===== src/rtl/spi_byte_master_pkg.sv =====
// spi_byte_master_pkg: FSM state type, bit-order constants and divider helper for spi_byte_master
package spi_byte_master_pkg;
  typedef enum logic [2:0] {IDLE, START, HIGH, LOW, HOLD, CHECK} spi_state_t;
  localparam logic SPI_MSB_FIRST = 1'b0;
  localparam logic SPI_LSB_FIRST = 1'b1;
  function automatic int half_period(input int clk_frec, input int scl_frec);
    return clk_frec / (2 * scl_frec);
  endfunction
endpackage


===== src/rtl/spi_half_tick.sv =====
// spi_half_tick: pulses o_tick on every HALF-th enabled clk; i_clr restarts the count at 0
module spi_half_tick #(
  parameter int HALF = 50
) (
  input  logic clk,
  input  logic rst,
  input  logic i_clr,
  input  logic i_en,
  output logic o_tick
);
  localparam int W = HALF > 1 ? $clog2(HALF) : 1;
  logic [W-1:0] r_cnt;
  assign o_tick = i_en && (r_cnt == W'(HALF - 1));
  always_ff @(posedge clk) begin
    if (rst || i_clr) r_cnt <= '0;
    else if (i_en) r_cnt <= o_tick ? '0 : r_cnt + W'(1);
  end
endmodule


===== src/rtl/spi_byte_master.sv =====
// spi_byte_master: mode-0 SPI byte master with continuous transfers and selectable bit order.
// Define SPI_BYTE_MASTER_BUSY_EN to add the busy output (high while the FSM is not IDLE).
module spi_byte_master
  import spi_byte_master_pkg::*;
#(
  parameter int CLK_FREC = 100000000,
  parameter int SCL_FREC = 1000000
) (
  input  logic       clk,
  input  logic       rst,
  input  logic [7:0] byte_2_send,
  output logic [7:0] byte_received,
  output logic       new_byte,
  output logic       end_trans,
  input  logic       msb_lsb,
  input  logic       ena_spi,
  input  logic       miso,
  output logic       mosi,
  output logic       scl,
  output logic       cs
`ifdef SPI_BYTE_MASTER_BUSY_EN
  ,
  output logic       busy
`endif
);
  localparam int HALF = half_period(CLK_FREC, SCL_FREC);
  spi_state_t r_state, w_next;
  logic       w_tick, w_guard_tick, w_start;
  logic       r_guard_ok, r_lsb, r_scl, r_cs, r_mosi, r_new, r_end;
  logic [2:0] r_bit;
  logic [7:0] r_tx, r_rx, r_rx_byte, w_tx_sh;
  assign w_start       = (w_next == START) && (r_state != START);
  assign w_tx_sh       = (r_lsb == SPI_LSB_FIRST) ? {1'b0, r_tx[7:1]} : {r_tx[6:0], 1'b0};
  assign scl           = r_scl;
  assign cs            = r_cs;
  assign mosi          = r_mosi;
  assign new_byte      = r_new;
  assign end_trans     = r_end;
  assign byte_received = r_rx_byte;
`ifdef SPI_BYTE_MASTER_BUSY_EN
  assign busy = r_state != IDLE;
`endif
  spi_half_tick #(.HALF(HALF)) u_div (
    .clk    (clk),
    .rst    (rst),
    .i_clr  (w_start),
    .i_en   (r_state != IDLE),
    .o_tick (w_tick)
  );
  // keeps cs high for at least a half period between transfers
  spi_half_tick #(.HALF(HALF)) u_guard (
    .clk    (clk),
    .rst    (rst),
    .i_clr  (r_state != IDLE),
    .i_en   ((r_state == IDLE) && !r_guard_ok),
    .o_tick (w_guard_tick)
  );
  always_ff @(posedge clk) r_state <= rst ? IDLE : w_next;
  always_comb begin
    w_next = r_state;
    case (r_state)
      IDLE:    w_next = (ena_spi && r_guard_ok) ? START : IDLE;
      START:   w_next = w_tick ? HIGH : START;
      HIGH:    w_next = w_tick ? LOW : HIGH;
      LOW:     w_next = w_tick ? ((r_bit == 3'd7) ? HOLD : HIGH) : LOW;
      HOLD:    w_next = w_tick ? CHECK : HOLD;
      CHECK:   w_next = ena_spi ? START : IDLE;
      default: w_next = IDLE;
    endcase
  end
  always_ff @(posedge clk) begin
    if (rst) begin
      r_scl      <= 1'b0;
      r_cs       <= 1'b1;
      r_mosi     <= 1'b0;
      r_new      <= 1'b0;
      r_end      <= 1'b0;
      r_rx_byte  <= 8'h00;
      r_guard_ok <= 1'b1;
      r_lsb      <= 1'b0;
      r_bit      <= 3'd0;
      r_tx       <= 8'h00;
      r_rx       <= 8'h00;
    end else begin
      r_scl      <= w_next == HIGH;
      r_cs       <= w_next == IDLE;
      r_new      <= (r_state == LOW) && (w_next == HOLD);
      r_end      <= (r_state == HOLD) && (w_next == CHECK);
      r_guard_ok <= (r_state == IDLE) && (r_guard_ok || w_guard_tick);
      if (w_start) begin
        r_tx   <= byte_2_send;
        r_lsb  <= msb_lsb;
        r_bit  <= 3'd0;
        r_mosi <= (msb_lsb == SPI_MSB_FIRST) ? byte_2_send[7] : byte_2_send[0];
      end
      if ((r_state != HIGH) && (w_next == HIGH))
        r_rx <= (r_lsb == SPI_LSB_FIRST) ? {miso, r_rx[7:1]} : {r_rx[6:0], miso};
      if ((r_state == LOW) && (w_next == HIGH)) r_bit <= r_bit + 3'd1;
      // the last bit stays on mosi through HOLD
      if ((r_state == HIGH) && (w_next == LOW) && (r_bit != 3'd7)) begin
        r_tx   <= w_tx_sh;
        r_mosi <= (r_lsb == SPI_LSB_FIRST) ? w_tx_sh[0] : w_tx_sh[7];
      end
      if ((r_state == LOW) && (w_next == HOLD)) r_rx_byte <= r_rx;
      if (w_next == IDLE) r_mosi <= 1'b0;
    end
  end
endmodule


===== config.mk =====
export PLATFORM = sky130hd
export DESIGN_NAME = spi_byte_master
export DESIGN_NICKNAME = d
export VERILOG_FILES = /design/src/rtl/spi_byte_master_pkg.sv /design/src/rtl/spi_half_tick.sv /design/src/rtl/spi_byte_master.sv
export SDC_FILE = /design/constraint.sdc
export NUM_CORES = 1
export LEC_CHECK = 0
export BUFFER_PORTS_ARGS = -buffer_cell sky130_fd_sc_hd__buf_2
export CAP_MARGIN = 20
export CORE_MARGIN = 4
export CORE_UTILIZATION = 45
export DETAILED_ROUTE_END_ITERATION = 8
export MAX_ROUTING_LAYER = met4
export PLACE_DENSITY = 0.61
export RECOVER_POWER = 50
export SETUP_SLACK_MARGIN = 0.1
export SLEW_MARGIN = 20
export SYNTH_ARGS = -nofsm -noshare
export SYNTH_HDL_FRONTEND = slang
export SYNTH_SLANG_ARGS = --single-unit

===== constraint.sdc =====
create_clock -name clk -period 2.8 [get_ports clk]
set_clock_uncertainty 0.2 [all_clocks]
set_input_delay 0.42 -clock clk [delete_from_list [all_inputs] [get_ports clk]]
set_output_delay 0.42 -clock clk [all_outputs]
set_load 0.02 [all_outputs]

Yosys cells after proc, flatten, opt, wreduce, memory -nomap -nowiden
Cells that the tools add are included.
{ "totals": {"latch_bits": 0, "mem_bits_rw": 0, "mem_bits_ro": 0, "word_cells": 75, "inputBits": 13, "mem_count": 0, "register_bits": 49} }
{ "classes": {"shift": 0, "bitwise_logic": 0, "n_reduce_logical": 22, "n_lt_le_gt_ge": 0, "n_mul": 0, "div": 0, "addsub": 3, "mux": 20, "n_eq_ne": 16} }
{ "ops": {"columns": ["op", "count"], "rows": [
  ["2-to-1 mux 8 bit", 4],
  ["case mux 3 bit (6 select lines)", 1],
  ["equality test 3 bit (second input constant)", 5],
  ["adder 6 x 1 -> 6 bit (second input constant)", 2],
  ["equality test 3 x 2 -> 1 bit (second input constant)", 4],
  ["equality test 6 bit (second input constant)", 2],
  ["logical AND 1 bit", 12],
  ["2-to-1 mux 3 bit", 4],
  ["2-to-1 mux 6 bit", 2],
  ["2-to-1 mux 1 bit", 8],
  ["equality test 3 x 1 -> 1 bit (second input constant)", 2],
  ["zero test 3 bit", 2],
  ["nonzero test 2 bit", 2],
  ["adder 3 x 1 -> 3 bit (second input constant)", 1],
  ["logical OR 1 bit", 3],
  ["!= test 3 x 1 -> 1 bit (second input constant)", 1],
  ["!= test 3 x 2 -> 1 bit (second input constant)", 1],
  ["!= test 3 bit (second input constant)", 1],
  ["nonzero test 3 bit", 1],
  ["2-to-1 mux 2 bit", 1],
  ["OR reduction 2 bit", 1],
  ["zero test 1 bit", 1]
]} }

Longest topological paths before layout
{ "depth": {"ltp_word": 8, "ltp_mapped": 7, "depth_no_buf": 6} }

Hierarchy
A second synthesis with hierarchy kept.
{ "unflattened": {"cells_unflattened": 263, "hier_area_um2": 2483.6} }
{ "by_module_without_submodules": {"columns": ["mod", "area_each_um2", "seq_area_each_um2", "cells_each", "n_inst"], "rows": [
  ["spi_byte_master", 1860.5, 740.7, 197, 1],
  ["spi_half_tick", 311.5, 120.1, 33, 2]
]} }

Least setup slack after synthesis
Ideal clock, no wire load.
{ "synth_timing": {"path_type": "reg2reg", "startpoint": "reg u_div.r_cnt[2]", "endpoint": "reg r_rx_byte[0], in the netlist byte_received[0]", "setup_time_ps": 135, "synth_period_minus_slack_ps": 1958, "path_buffers": 2, "arrival_time_ps": 1622, "setup_slack_ps": 842, "required_time_ps": 2465, "path_stages_with_launch": 7, "cell_sequence": "dfxtp_1 > or3b_1 > buf_4 > or4_1 > buf_2 > nand2_1 > a21oi_1"} }
{ "synth_via": {"elab_chain_len": 6, "word_cells_on_any_way": 9, "classes_between": "eq/ne (2); mux (5); reduce/logical (2)"} }
{ "synth_lines": {"columns": ["element", "line", "text"], "rows": [
  ["start: declaration", "spi_half_tick.sv:12", "logic [W-1:0] r_cnt;"],
  ["start signal: assignment", "spi_half_tick.sv:16", "else if (i_en) r_cnt <= o_tick ? '0 : r_cnt + W'(1);"],
  ["equality test 6 bit (*)", "spi_half_tick.sv:13", "assign o_tick = i_en && (r_cnt == W'(HALF - 1));"],
  ["logical AND 1 bit (*)", "spi_half_tick.sv:13", null],
  ["2-to-1 mux 1 bit (tied with other cells)", "spi_byte_master.sv:64, spi_byte_master.sv:66", null],
  ["case mux 3 bit (6 select lines) (*)", "spi_byte_master.sv:61", "case (r_state)"],
  ["equality test 3 bit (*)", "spi_byte_master.sv:104", "if ((r_state == LOW) && (w_next == HOLD)) r_rx_byte <= r_rx;"],
  ["logical AND 1 bit (*)", "spi_byte_master.sv:104", null],
  ["end signal: assignment", "spi_byte_master.sv:104", null],
  ["end: declaration", "spi_byte_master.sv:31", "logic [7:0] r_tx, r_rx, r_rx_byte, w_tx_sh;"]
]} }
Every way passes the cells marked *; elsewhere a longest branch is shown, timed or not.
A chain may end at the register's enable or synchronous reset.

Worst setup path after layout
{ "layout_timing": {"startpoint": "reg u_div.r_cnt[2]", "endpoint": "reg r_rx[4]"} }
{ "layout_via": {"elab_chain_len": 6, "word_cells_on_any_way": 9, "classes_between": "eq/ne (2); mux (5); reduce/logical (2)"} }
{ "layout_lines": {"columns": ["element", "line", "text"], "rows": [
  ["equality test 6 bit (*)", "spi_half_tick.sv:13", null],
  ["logical AND 1 bit (*)", "spi_half_tick.sv:13", null],
  ["2-to-1 mux 1 bit (tied with other cells)", "spi_byte_master.sv:64, spi_byte_master.sv:66", null],
  ["case mux 3 bit (6 select lines) (*)", "spi_byte_master.sv:61", null],
  ["equality test 3 x 2 -> 1 bit (*)", "spi_byte_master.sv:96", "if ((r_state != HIGH) && (w_next == HIGH))"],
  ["logical AND 1 bit (*)", "spi_byte_master.sv:96", null],
  ["end signal: assignment", "spi_byte_master.sv:97", "r_rx <= (r_lsb == SPI_LSB_FIRST) ? {miso, r_rx[7:1]} : {r_rx[6:0], miso};"],
  ["end: declaration", "spi_byte_master.sv:31", null]
]} }
Marks and branches as above.

==> metrics.txt <==
status finished clean; Setup Slack @ Placement 0.553 ns; RSZ-0062 raised after global routing false; CTS tree built; worst hold slack 0.168 ns; CP Capture Type flop; die width 80.1 µm; worst-case reg-to-reg path depth 5; Slew Limit Headroom 0.457; Final Hold Fails 0; Starting Density 0.480; leak pwr 0.000888 µW; Slew Limit Fails 0; Iter 0 DRT Violations 43; number of fill cells in the layout 483; Die Y 80.1 µm; Final GP Congestion 0.761; post-route cell area 0.00261 mm²; initial antenna violation count 0; Hold Path Class input port to flop; final WL 4.73 mm; CTS resizes 0; num ports 26; Max Cap Violations 0; Avg Inst Size Synth 8.83 µm²; Worst-path clk slew 0.09 ns; async set or reset register ratio after synthesis 0; die area 0.00642 mm²; Primary FF master, synth dfxtp_1; Via density 5.37; Rows 25; EDFF count, synth 0; Worst EP required 2.82 ns; Final setup viols 0; Post-CTS Hold Buffers 0; Mapped Nets 284; area leader, netlist dfxtp_1; WS Path Type flop to flop; Clock Tree Buf Depth 2; slowest stage delay, CP 0.57 ns; period utilization 0.796; WL per Instance 13.4 µm; nets 305; Final Worst Setup Slack 0.572 ns; worst hold path cell count 3; Worst-Margin Slew 0.806 ns; Worst EP arrival 2.25 ns; distinct cell type count after synthesis 47; largest net degree at the start of global routing 38; Post-Place Cells 346; layout cell share with drive strength beyond 1 0.125; post-CTS setup buffers 0; Clk Latency, worst-skew pair 0.30 ns; Crit Path Max Fanout 9; Synth Instances 265; Pre-Repair DR Iteration Count 4; Cell Area, Synth 0.00234 mm²; crit path launch type flop; dpl hpwl 3.26 mm; H-tree Lvls 2; Vias 1900; post-route setup TNS 0 ns; antenna viol nets, final 0; Num CTS Buffers 5; diode count 0; FF/Latch Area 981 µm²; Tmin final 2.23 ns; share of Yosys cell area claimed by the top area cell type 0.419; Synth area leaders dfxtp_1 42%, nand2_1 5.8%, mux2i_1 3.8%, a21oi_1 3.6%, a211oi_1 3.5%; core area 0.00488 mm²; f_max 449 MHz; post-synthesis sequential area ratio 0.419; DP Area 0.00252 mm²; CTS Root Cell clkbuf_8; Synth-to-Final Area Change 11.3%; Max VDD drop 0.255 mV; Clock Sinks 49; Ys Warns 0; worst path cell trace or3b_1, nor4b_4, buf_4, nor2_1, a211oi_1; total global routing overflow 0; FF+latch count, synth 49; most frequent cells in the layout 49 x dfxtp_1, 36 x nand2_1, 22 x nor2_1, 17 x a21oi_1, 14 x clkbuf_1; drt drc 0; PortBufs 25; number of global-route vias before repair 1749; Max stage delay cell, worst path or3b_1; P per Cell Area 531 mW/mm²; Finished Layout Cells 354; area of the multi-input gates 0.00125 mm²; wire length of the first global-routing pass 8.32 mm; GR Util All Layers 0.169; most common cell after layout, fill and taps aside dfxtp_1
==> critical path, delay by kind of cell, from the launching register on <==
family	cells	cell delay [ns]
AND/OR/NAND/NOR	3	1.14
flip-flops	1	0.36
buffers and inverters	1	0.24
AO/OA/AOI/OAI	1	0.21
==> final timing paths <==
path | endpoint | slack, ns | startpoint
setup / recovery | r_rx[4] | 0.57 | u_div.r_cnt[2]
hold / removal | r_lsb | 0.17 | msb_lsb
setup reg to reg | r_rx[4] | 0.57 | u_div.r_cnt[2]
hold reg to reg | byte_received[1] | 0.26 | byte_received[1]
==> cell usage after synthesis (all sizes together) (3+ instances only) <==
master,count
nand2,36
nand4,5
o22ai,4
nor4,6
dfxtp,49
inv,5
nor3,11
mux2,5
a21oi,17
nand2b,5
xor2,8
nand3,5
nor2b,5
a311oi,4
and2,3
or4,3
nor2,22
clkbuf,11
ha,6
nor3b,6
a211oi,13
mux2i,9
buf,6
==> metal layers <==
layer,share of wire,up-vias,track usage
li1,-,988,-
met1,0.51,881,0.226
met2,0.44,25,0.249
met3,0.037,6,0.0415
met4,0.016,0,0.0608
met5,0,-,-
==> logic make-up (layout without fill, tap and decap cells) <==
kind of cell             Yosys count  count (layout)  share of synthesized area
AND/OR/NAND/NOR                  115             115                      0.263
multiplexers                      14              14                     0.0625
adder cells (fa/ha/maj)            6               6                     0.0321
AO/OA/AOI/OAI                     49              49                      0.144
XOR/XNOR                          10              10                     0.0374
flip-flops                        49              49                      0.419
buffers and inverters             22              44                     0.0417
==> through the flow <==
step | util | total power [µW]
detailed placement | 0.516 | 883
CTS | 0.539 | 1410
floorplan | - | 845
global placement | 0.516 | 883
finish | 0.534 | 1380
global route | 0.534 | 1460
==> state kept, by name, summed over array words and instances (netlist names) <==
signal         cells
r_rx               8
mosi               1
r_guard_ok         1
scl                1
cs                 1
u_div.r_cnt        6
u_guard.r_cnt      6
end_trans          1
r_bit              3
r_lsb              1
r_state            3
r_tx               8
byte_received      8
new_byte           1
==> where the power goes <==
part	switching (µW)	internal, µW
Sequential	15.3	716
Combinational	77.1	56.5
Clock	228	291
==> final cells by class <==
cell class,instances,area share
tap,67,0.0322
timing repair buffer,31,0.0591
clock inverter,1,0.0115
sequential,49,0.377
clock buffer,7,0.0331
inverter,5,0.00720
multi-input combinational,194,0.480
No activity file was read; power rests on OpenSTA's default activity.
